===== config.mk =====
export PLATFORM = sky130hd
export DESIGN_NAME = item_dispenser
export DESIGN_NICKNAME = d
export VERILOG_FILES = /design/src/rtl/item_dispenser.sv
export SDC_FILE = /design/constraint.sdc
export NUM_CORES = 1
export LEC_CHECK = 0
export ABC_AREA = 1
export BUFFER_PORTS_ARGS = -buffer_cell sky130_fd_sc_hd__clkbuf_2
export CORE_MARGIN = 2
export CORE_UTILIZATION = 53
export CTS_CLUSTER_DIAMETER = 50
export CTS_CLUSTER_SIZE = 12
export DETAILED_ROUTE_END_ITERATION = 7
export PLACE_DENSITY = 0.81
export SETUP_SLACK_MARGIN = 0.1
export SLEW_MARGIN = 0
export SYNTH_ARGS = -nofsm -noshare
export SYNTH_HDL_FRONTEND = slang
export SYNTH_SLANG_ARGS = --single-unit
export TNS_END_PERCENT = 30

===== constraint.sdc =====
create_clock -name clk -period 1.36 [get_ports clk]
set_input_delay 0.136 -clock clk [delete_from_list [all_inputs] [get_ports clk]]
set_output_delay 0.136 -clock clk [all_outputs]
set_load 0.02 [all_outputs]

===== src/rtl/item_dispenser.sv =====
// Vending slot controller: drives one slot motor, waits for the drop sensor,
// tracks per-slot stock. Optional single motor retry under `DISPENSE_RETRY_EN.
module item_dispenser #(
  parameter int NUM_ITEMS     = 4,
  parameter int MOTOR_CYCLES  = 8,
  parameter int SENSE_TIMEOUT = 64,
  parameter int STOCK_W       = 4,
  localparam int SEL_W        = (NUM_ITEMS > 1) ? $clog2(NUM_ITEMS) : 1
) (
  input  logic                 clk,
  input  logic                 rstn,
  input  logic                 cfg_mode,
  input  logic                 dispense_enable,
  input  logic [SEL_W-1:0]     item_sel,
  input  logic                 stock_load,
  input  logic [STOCK_W-1:0]   stock_load_val,
  input  logic                 drop_sensor,
  output logic [NUM_ITEMS-1:0] motor_on,
  output logic                 dispense_valid,
  output logic                 dispense_fault,
  output logic [NUM_ITEMS-1:0] out_of_stock
);

  localparam int CNT_MAX = (MOTOR_CYCLES > SENSE_TIMEOUT) ? MOTOR_CYCLES : SENSE_TIMEOUT;
  localparam int CNT_W   = $clog2(CNT_MAX + 1);

  typedef enum logic [2:0] {
    IDLE,
    MOTOR,
    SENSE,
    DONE,
    FAULT,
    WAIT_REL
  } state_t;

  state_t             state, next_state;
  logic [CNT_W-1:0]   cnt, cnt_next;
  logic [SEL_W-1:0]   slot, slot_next;
  logic               dec;
  logic [STOCK_W-1:0] stock [NUM_ITEMS];
  logic [NUM_ITEMS-1:0] motor_next;
`ifdef DISPENSE_RETRY_EN
  logic               retry, retry_next;
`endif

  always_comb begin
    next_state = state;
    cnt_next   = cnt;
    slot_next  = slot;
    dec        = 1'b0;
`ifdef DISPENSE_RETRY_EN
    retry_next = retry;
`endif
    if (cfg_mode) begin
      next_state = IDLE;
      cnt_next   = '0;
    end else begin
      case (state)
        IDLE: begin
          if (dispense_enable) begin
            slot_next  = item_sel;
            cnt_next   = '0;
`ifdef DISPENSE_RETRY_EN
            retry_next = 1'b0;
`endif
            next_state = (stock[item_sel] == '0) ? FAULT : MOTOR;
          end
        end
        MOTOR: begin
          if (cnt == CNT_W'(MOTOR_CYCLES - 1)) begin
            next_state = SENSE;
            cnt_next   = '0;
          end else begin
            cnt_next = cnt + CNT_W'(1);
          end
        end
        SENSE: begin
          // Drop is checked before timeout so a drop on the last cycle still wins.
          if (drop_sensor) begin
            next_state = DONE;
            dec        = (stock[slot] != '0);
            cnt_next   = '0;
          end else if (cnt == CNT_W'(SENSE_TIMEOUT - 1)) begin
            cnt_next = '0;
`ifdef DISPENSE_RETRY_EN
            if (!retry) begin
              next_state = MOTOR;
              retry_next = 1'b1;
            end else begin
              next_state = FAULT;
            end
`else
            next_state = FAULT;
`endif
          end else begin
            cnt_next = cnt + CNT_W'(1);
          end
        end
        DONE:     next_state = WAIT_REL;
        WAIT_REL: if (!dispense_enable) next_state = IDLE;
        FAULT:    next_state = FAULT;
        default:  next_state = IDLE;
      endcase
    end
  end

  always_comb begin
    motor_next = '0;
    if (next_state == MOTOR) motor_next[slot_next] = 1'b1;
  end

  always_ff @(posedge clk or negedge rstn) begin
    if (!rstn) begin
      state          <= IDLE;
      cnt            <= '0;
      slot           <= '0;
      motor_on       <= '0;
      dispense_valid <= 1'b0;
      dispense_fault <= 1'b0;
      out_of_stock   <= '1;
      stock          <= '{default: '0};
`ifdef DISPENSE_RETRY_EN
      retry          <= 1'b0;
`endif
    end else begin
      state          <= next_state;
      cnt            <= cnt_next;
      slot           <= slot_next;
      motor_on       <= motor_next;
      dispense_valid <= (next_state == DONE);
      dispense_fault <= (next_state == FAULT);
`ifdef DISPENSE_RETRY_EN
      retry          <= retry_next;
`endif
      for (int unsigned i = 0; i < NUM_ITEMS; i++) begin
        if (cfg_mode && stock_load && (item_sel == SEL_W'(i)))
          stock[i] <= stock_load_val;
        else if (dec && (slot == SEL_W'(i)))
          stock[i] <= stock[i] - STOCK_W'(1);
        // Flags follow the registered stock, so they trail a change by one cycle.
        out_of_stock[i] <= (stock[i] == '0);
      end
    end
  end

endmodule


==> Word level (Yosys, flattened, before mapping) <==
Cells that the tools add are included.
{ "classes": {"bitwise": 2, "n_mux": 37, "n_reduce_logical": 25, "n_lt_le_gt_ge": 4, "n_eq_ne": 17, "n_addsub": 5} }
{ "op_table": {"columns": ["operator", "count"], "rows": [
  ["two-way mux 4 bit", 13],
  ["two-way mux 7 bit", 5],
  ["two-way mux 3 bit", 7],
  ["case mux 7 bit (3 select lines)", 1],
  ["logical NOT 4 bit", 5],
  ["case mux 3 bit (6 select lines)", 1],
  ["binary-select mux 4 bit (select 2 bit)", 2],
  ["subtractor 4 x 1 -> 4 bit (second input constant)", 4],
  ["logical AND 1 bit", 10],
  ["equality test 3 x 2 -> 1 bit (second input constant)", 3],
  ["equality test 3 bit (second input constant)", 3],
  ["equality test 2 bit (second input constant)", 4],
  ["nonzero test 2 bit", 4],
  ["nonzero test 4 bit", 2],
  ["adder 7 x 1 -> 7 bit (second input constant)", 1],
  ["equality test 7 x 3 -> 1 bit (second input constant)", 1],
  ["equality test 7 x 6 -> 1 bit (second input constant)", 1],
  ["equality test 3 x 1 -> 1 bit (second input constant)", 2],
  [">= comparator 3 bit (second input constant)", 2],
  ["two-way mux 2 bit", 3],
  ["NOT 2 -> 3 bit", 2],
  ["equality test 2 x 1 -> 1 bit (second input constant)", 2],
  ["logical NOT 2 bit", 2],
  ["two-way mux 1 bit", 4],
  ["other kinds (6)", 6]
]} }
{ "word_totals": {"register_bits": 38, "wordCells": 101, "inputBits": 12} }

==> Depth between registers and ports, before layout <==
{ "logic_depth": {"word_depth": 11, "mapped_depth": 9, "mapped_depth_nobuf": 9} }

==> Least setup slack after synthesis <==
Ideal clock, no wire load.
{ "synth_path": {"path_kind": "register -> register", "from": "reg cnt[0]", "to": "reg cnt[5]", "slack_ns": -0.029, "required_ns": 1.235, "period_less_slack_ns": 1.389, "path_stages_with_launch": 9, "path_buffers": 0, "arrival_ns": 1.264, "setup_time_ns": 0.125, "path_cell_list": "dfrtp_1 > ha_1 > nand2_2 > nor2_2 > nand3_2 > nand2_1 > nand2_1 > a21oi_1 > nor2_1"} }
{ "synth_via": {"elab_chain_cells": 5, "elab_cells_between_ends": 8, "cone_classes": "add/sub (1); eq/ne (2); mux (5)"} }
{ "synth_lines": {"columns": ["item", "line_no", "rtl"], "rows": [
  ["start, declared", "37", "logic [CNT_W-1:0] cnt, cnt_next;"],
  ["start signal, assigned", "127", "cnt <= cnt_next;"],
  ["adder 7 x 1 -> 7 bit / equality test 7 x 6 -> 1 bit (equally long branches)", "74, 96, 83", null],
  ["two-way mux 7 bit", "83", "end else if (cnt == CNT_W'(SENSE_TIMEOUT - 1)) begin"],
  ["two-way mux 7 bit", "79", "if (drop_sensor) begin"],
  ["case mux 7 bit (3 select lines) *", "58", "case (state)"],
  ["two-way mux 7 bit *", "54", "if (cfg_mode) begin"]
]} }
Mark *: on every way between the ends. The rest lies on a longest branch, timed or not.
A chain may end at the register's enable or synchronous reset.

==> Final worst setup path <==
{ "layout_path": {"from": "reg stock[1] in the netlist's numbering", "to": "reg stock[1] in the netlist's numbering"} }
{ "layout_via": {"elab_chain_cells": 9, "elab_cells_between_ends": 12, "cone_classes": "add/sub (1); mux (8); reduce/logical (3)"} }
{ "layout_lines": {"columns": ["item", "line_no", "rtl"], "rows": [
  ["start, declared", "40", "logic [STOCK_W-1:0] stock [NUM_ITEMS];"],
  ["start signal, assigned by index", "137", "stock[i] <= stock_load_val;"],
  ["start signal, assigned by index", "139", "stock[i] <= stock[i] - STOCK_W'(1);"],
  ["binary-select mux 4 bit (select 2 bit)", "81", "dec = (stock[slot] != '0);"],
  ["two-way mux 4 bit (not written as such) (2 in series)", "81", null],
  ["nonzero test 4 bit", "81", null],
  ["two-way mux 1 bit", "79", null],
  ["two-way mux 1 bit", "58", null],
  ["two-way mux 1 bit", "54", null],
  ["logical AND 1 bit", "138", "else if (dec && (slot == SEL_W'(i)))"],
  ["nonzero test 2 bit (no line)", null, null]
]} }
Several ways; a longest one is shown, not always the timed one. The select of a mux whose other input is x is not followed.

==> flow_summary.toml <==
[layout]
fillers = 270
drive_gt1_share_pct = 37.4
nets = 382
final_core_util_pct = 73.5
diodes = 0
final_cell_area_mm2 = 0.00296
area_growth_pct = 32.3
multi_input_area_mm2 = 0.00123
seq_area_um2 = 957
final_cell_mix = "inv_1, nand2_1, buf_4"

[clocking]
clk_pin_slew_ns = 0.07
clockRootBuffer = "clkbuf_8"
htree_levels = 2
clk_path_buf_depth = 2
cts_tree = "built"
cts_buffers = 5
clock_latency_ns = 0.30
clock_sinks = 38

[sta]
finalSetupViolCount = 29
setup_ws_ns = -0.192
hold_viol_final = 0
layout_min_cycle_time_ns = 1.55
final.setup.tns_ns = -3.61
final.period_utilization_pct = 114
report.final.slew_viol_count = 0
worst_pin_slew_ns = 0.494
rsz0062_at_grt = "yes"
fmax_mhz = 644
fin_skew_ns = 0.00994
slew_headroom_pct = 67.0

[route]
wl_per_cell_um = 14.0
wl_met3_um = 301
wl_mm = 5.84
drc = 0
drtIter0Drc = 170
final_antenna_net_count = 0
firstDrtPassIters = 5
highest_layer = "met4"
dr_total_vias = 2245
m1WireLength_mm = 2.49
wl_met2_mm = 2.90
vias_per_cell = 5.40

[worst_hold_path]
hold_class = "in2reg"

[power_and_ir_drop]
power.leakage_nw = 1.57
ir_worst_vdd_v = 0.00101
pwr_density_cell_mw_per_mm2 = 1470

[logic_synthesis]
synth_area_mm2 = 0.00224
avgSynthCellArea_um2 = 7.49
seq_area_frac_synth_pct = 42.7
synth.distinct_cells = 26
syn_inst = 299
ys.warnings.count = 0
ys_ff_latch = 38
syn-num-nets = 316

[grt]
grt_pass1_wl_mm = 9.03
grt_max_degree = 39
grt_overflow = 0
first_global_vias = 2076
grt_antenna_before_repair = 0
track_usage_pct = 25.7

[setup_path]
cpPeakStageDelay_ns = 0.40
crit_path_cell_trace = "nor2_2 > nand3_1 > nand2_1 > nand4_1 > nand3_1 > nand2_2 > nand2_1 > o21ai_0"
crit_required_ns = 1.54
path_max_fanout = 8
worst-path-buf-inv = 0
crit_arrival_ns = 1.73
worstSetupEndpointType = "flip-flop"
cp_top_family = "simple AND/OR/NAND/NOR gates"
start_kind = "flip-flop"
crit_type = "reg2reg"
cp_slowest_cell = "dfrtp_1"

[outcome]
outcome = "complete, but fails checks"
violations = "setup timing"

[place]
gp_congestion = 0.879
place_area_mm2 = 0.00257
dpl.hpwl_mm = 3.62
portBuffers = 21

[floorplan]
coreArea_mm2 = 0.00403
die_x_um = 69.0
die_y_um = 69.0
io_pins = 22
start_util_pct = 55.6
num_rows = 23
dieArea_mm2 = 0.00476

[job]
cap_violations = 0
per-stage QoR:
stage	hold WS [ns]	cells	power (mW)	setup WS (ns)
2_1_floorplan	-0.160	299	2.62	0.0200
3_3_place_gp	0.206	391	3.06	-0.0990
3_5_place_dp	0.213	391	3.12	-0.153
4_1_cts	0.221	411	4.18	-0.0836
5_1_grt	0.264	416	4.69	-0.263
6_report	0.250	416	4.36	-0.192
repair_timing:
| action | 4_1_cts | 5_1_grt |
|---|---|---|
| setup endpoints to repair | 33 | 34 |
| buffers inserted | 11 | 5 |
| hold endpoints to repair | 34 | 0 |
| pin swaps | 12 | 8 |
| gates resized for setup | 31 | 26 |
| hold buffers | 1 | 0 |
cells in the mapped netlist:
library cell	count	share of area, %
nor3_1	9	2.0
nor2_2	6	1.7
inv_1	50	8.4
a21oi_2	2	0.78
nand3_1	17	3.8
clkinv_1	1	0.17
nor3_4	1	0.73
nor2_4	2	1.0
and2_1	1	0.28
nor3_2	1	0.45
xor2_1	1	0.39
inv_2	4	0.67
o21ai_0	42	9.4
clkinv_2	1	0.22
nor2_1	28	4.7
dfrtp_1	34	38
nand2_2	6	1.7
dfstp_2	4	4.7
nand2_4	5	2.5
ha_1	5	2.8
o22ai_1	1	0.28
a21oi_1	12	2.7
nand3_2	4	1.8
nand2_1	56	9.4
nand4_1	3	0.84
o21ai_1	3	0.67
state kept, by name (all words and copies together) (netlist names):
name / flops
motor_on: 4
cnt: 7
dispense_fault: 1
dispense_valid: 1
state: 3
slot: 2
out_of_stock: 4
stock: 16
worst paths after layout:
kind,from,to,slack (ns),cells after the start
hold / removal,stock_load_val[0],stock[0],0.25,5
setup reg to reg,stock[1],stock[1],-0.19,8
hold reg to reg,stock[15],out_of_stock[0],0.41,1
min in group asynchronous,rstn,stock[10],0.42,3
max in group asynchronous,rstn,state[0],0.56,3
setup / recovery,stock[1],stock[1],-0.19,8
cell type report:
type	instances	share of cell area (%)
Multi-Input combinational cell	205	41.7
Sequential cell	38	32.3
Timing Repair Buffer	59	13.4
Inverter	56	7.27
Clock buffer	6	2.79
Tap cell	50	2.11
Clock inverter	2	0.423
per-layer routing:
layer | global-route usage [%] | up-vias
li1 | - | 1087
met1 | 33.1 | 1068
met2 | 42.2 | 75
met3 | 5.52 | 15
met4 | 10.0 | 0
met5 | 0 | -
kinds of logic (layout without fill, tap and decap cells):
| group | Yosys count | in the layout | synth area share (%) |
|---|---|---|---|
| flops | 38 | 38 | 42.7 |
| xor+xnor | 1 | 1 | 0.391 |
| buf+inv | 56 | 123 | 9.45 |
| simple gates | 139 | 139 | 30.9 |
| compound gates | 60 | 60 | 13.8 |
| fa+ha+maj | 5 | 5 | 2.79 |
power by group:
group	internal [mW]	total [mW]	switching, mW
registers	1.44	1.61	0.170
logic	0.821	1.92	1.10
clock network	0.408	0.828	0.420
worst reg2reg max path, cell delays in order, from the launching register on:
cell and delay (ns):
dfrtp_1 0.40, nor2_2 0.15, nand3_1 0.13, nand2_1 0.10, nand4_1 0.20, nand3_1 0.19
nand2_2 0.13, nand2_1 0.08, o21ai_0 0.07
No activity file was read; power rests on OpenSTA's default activity.
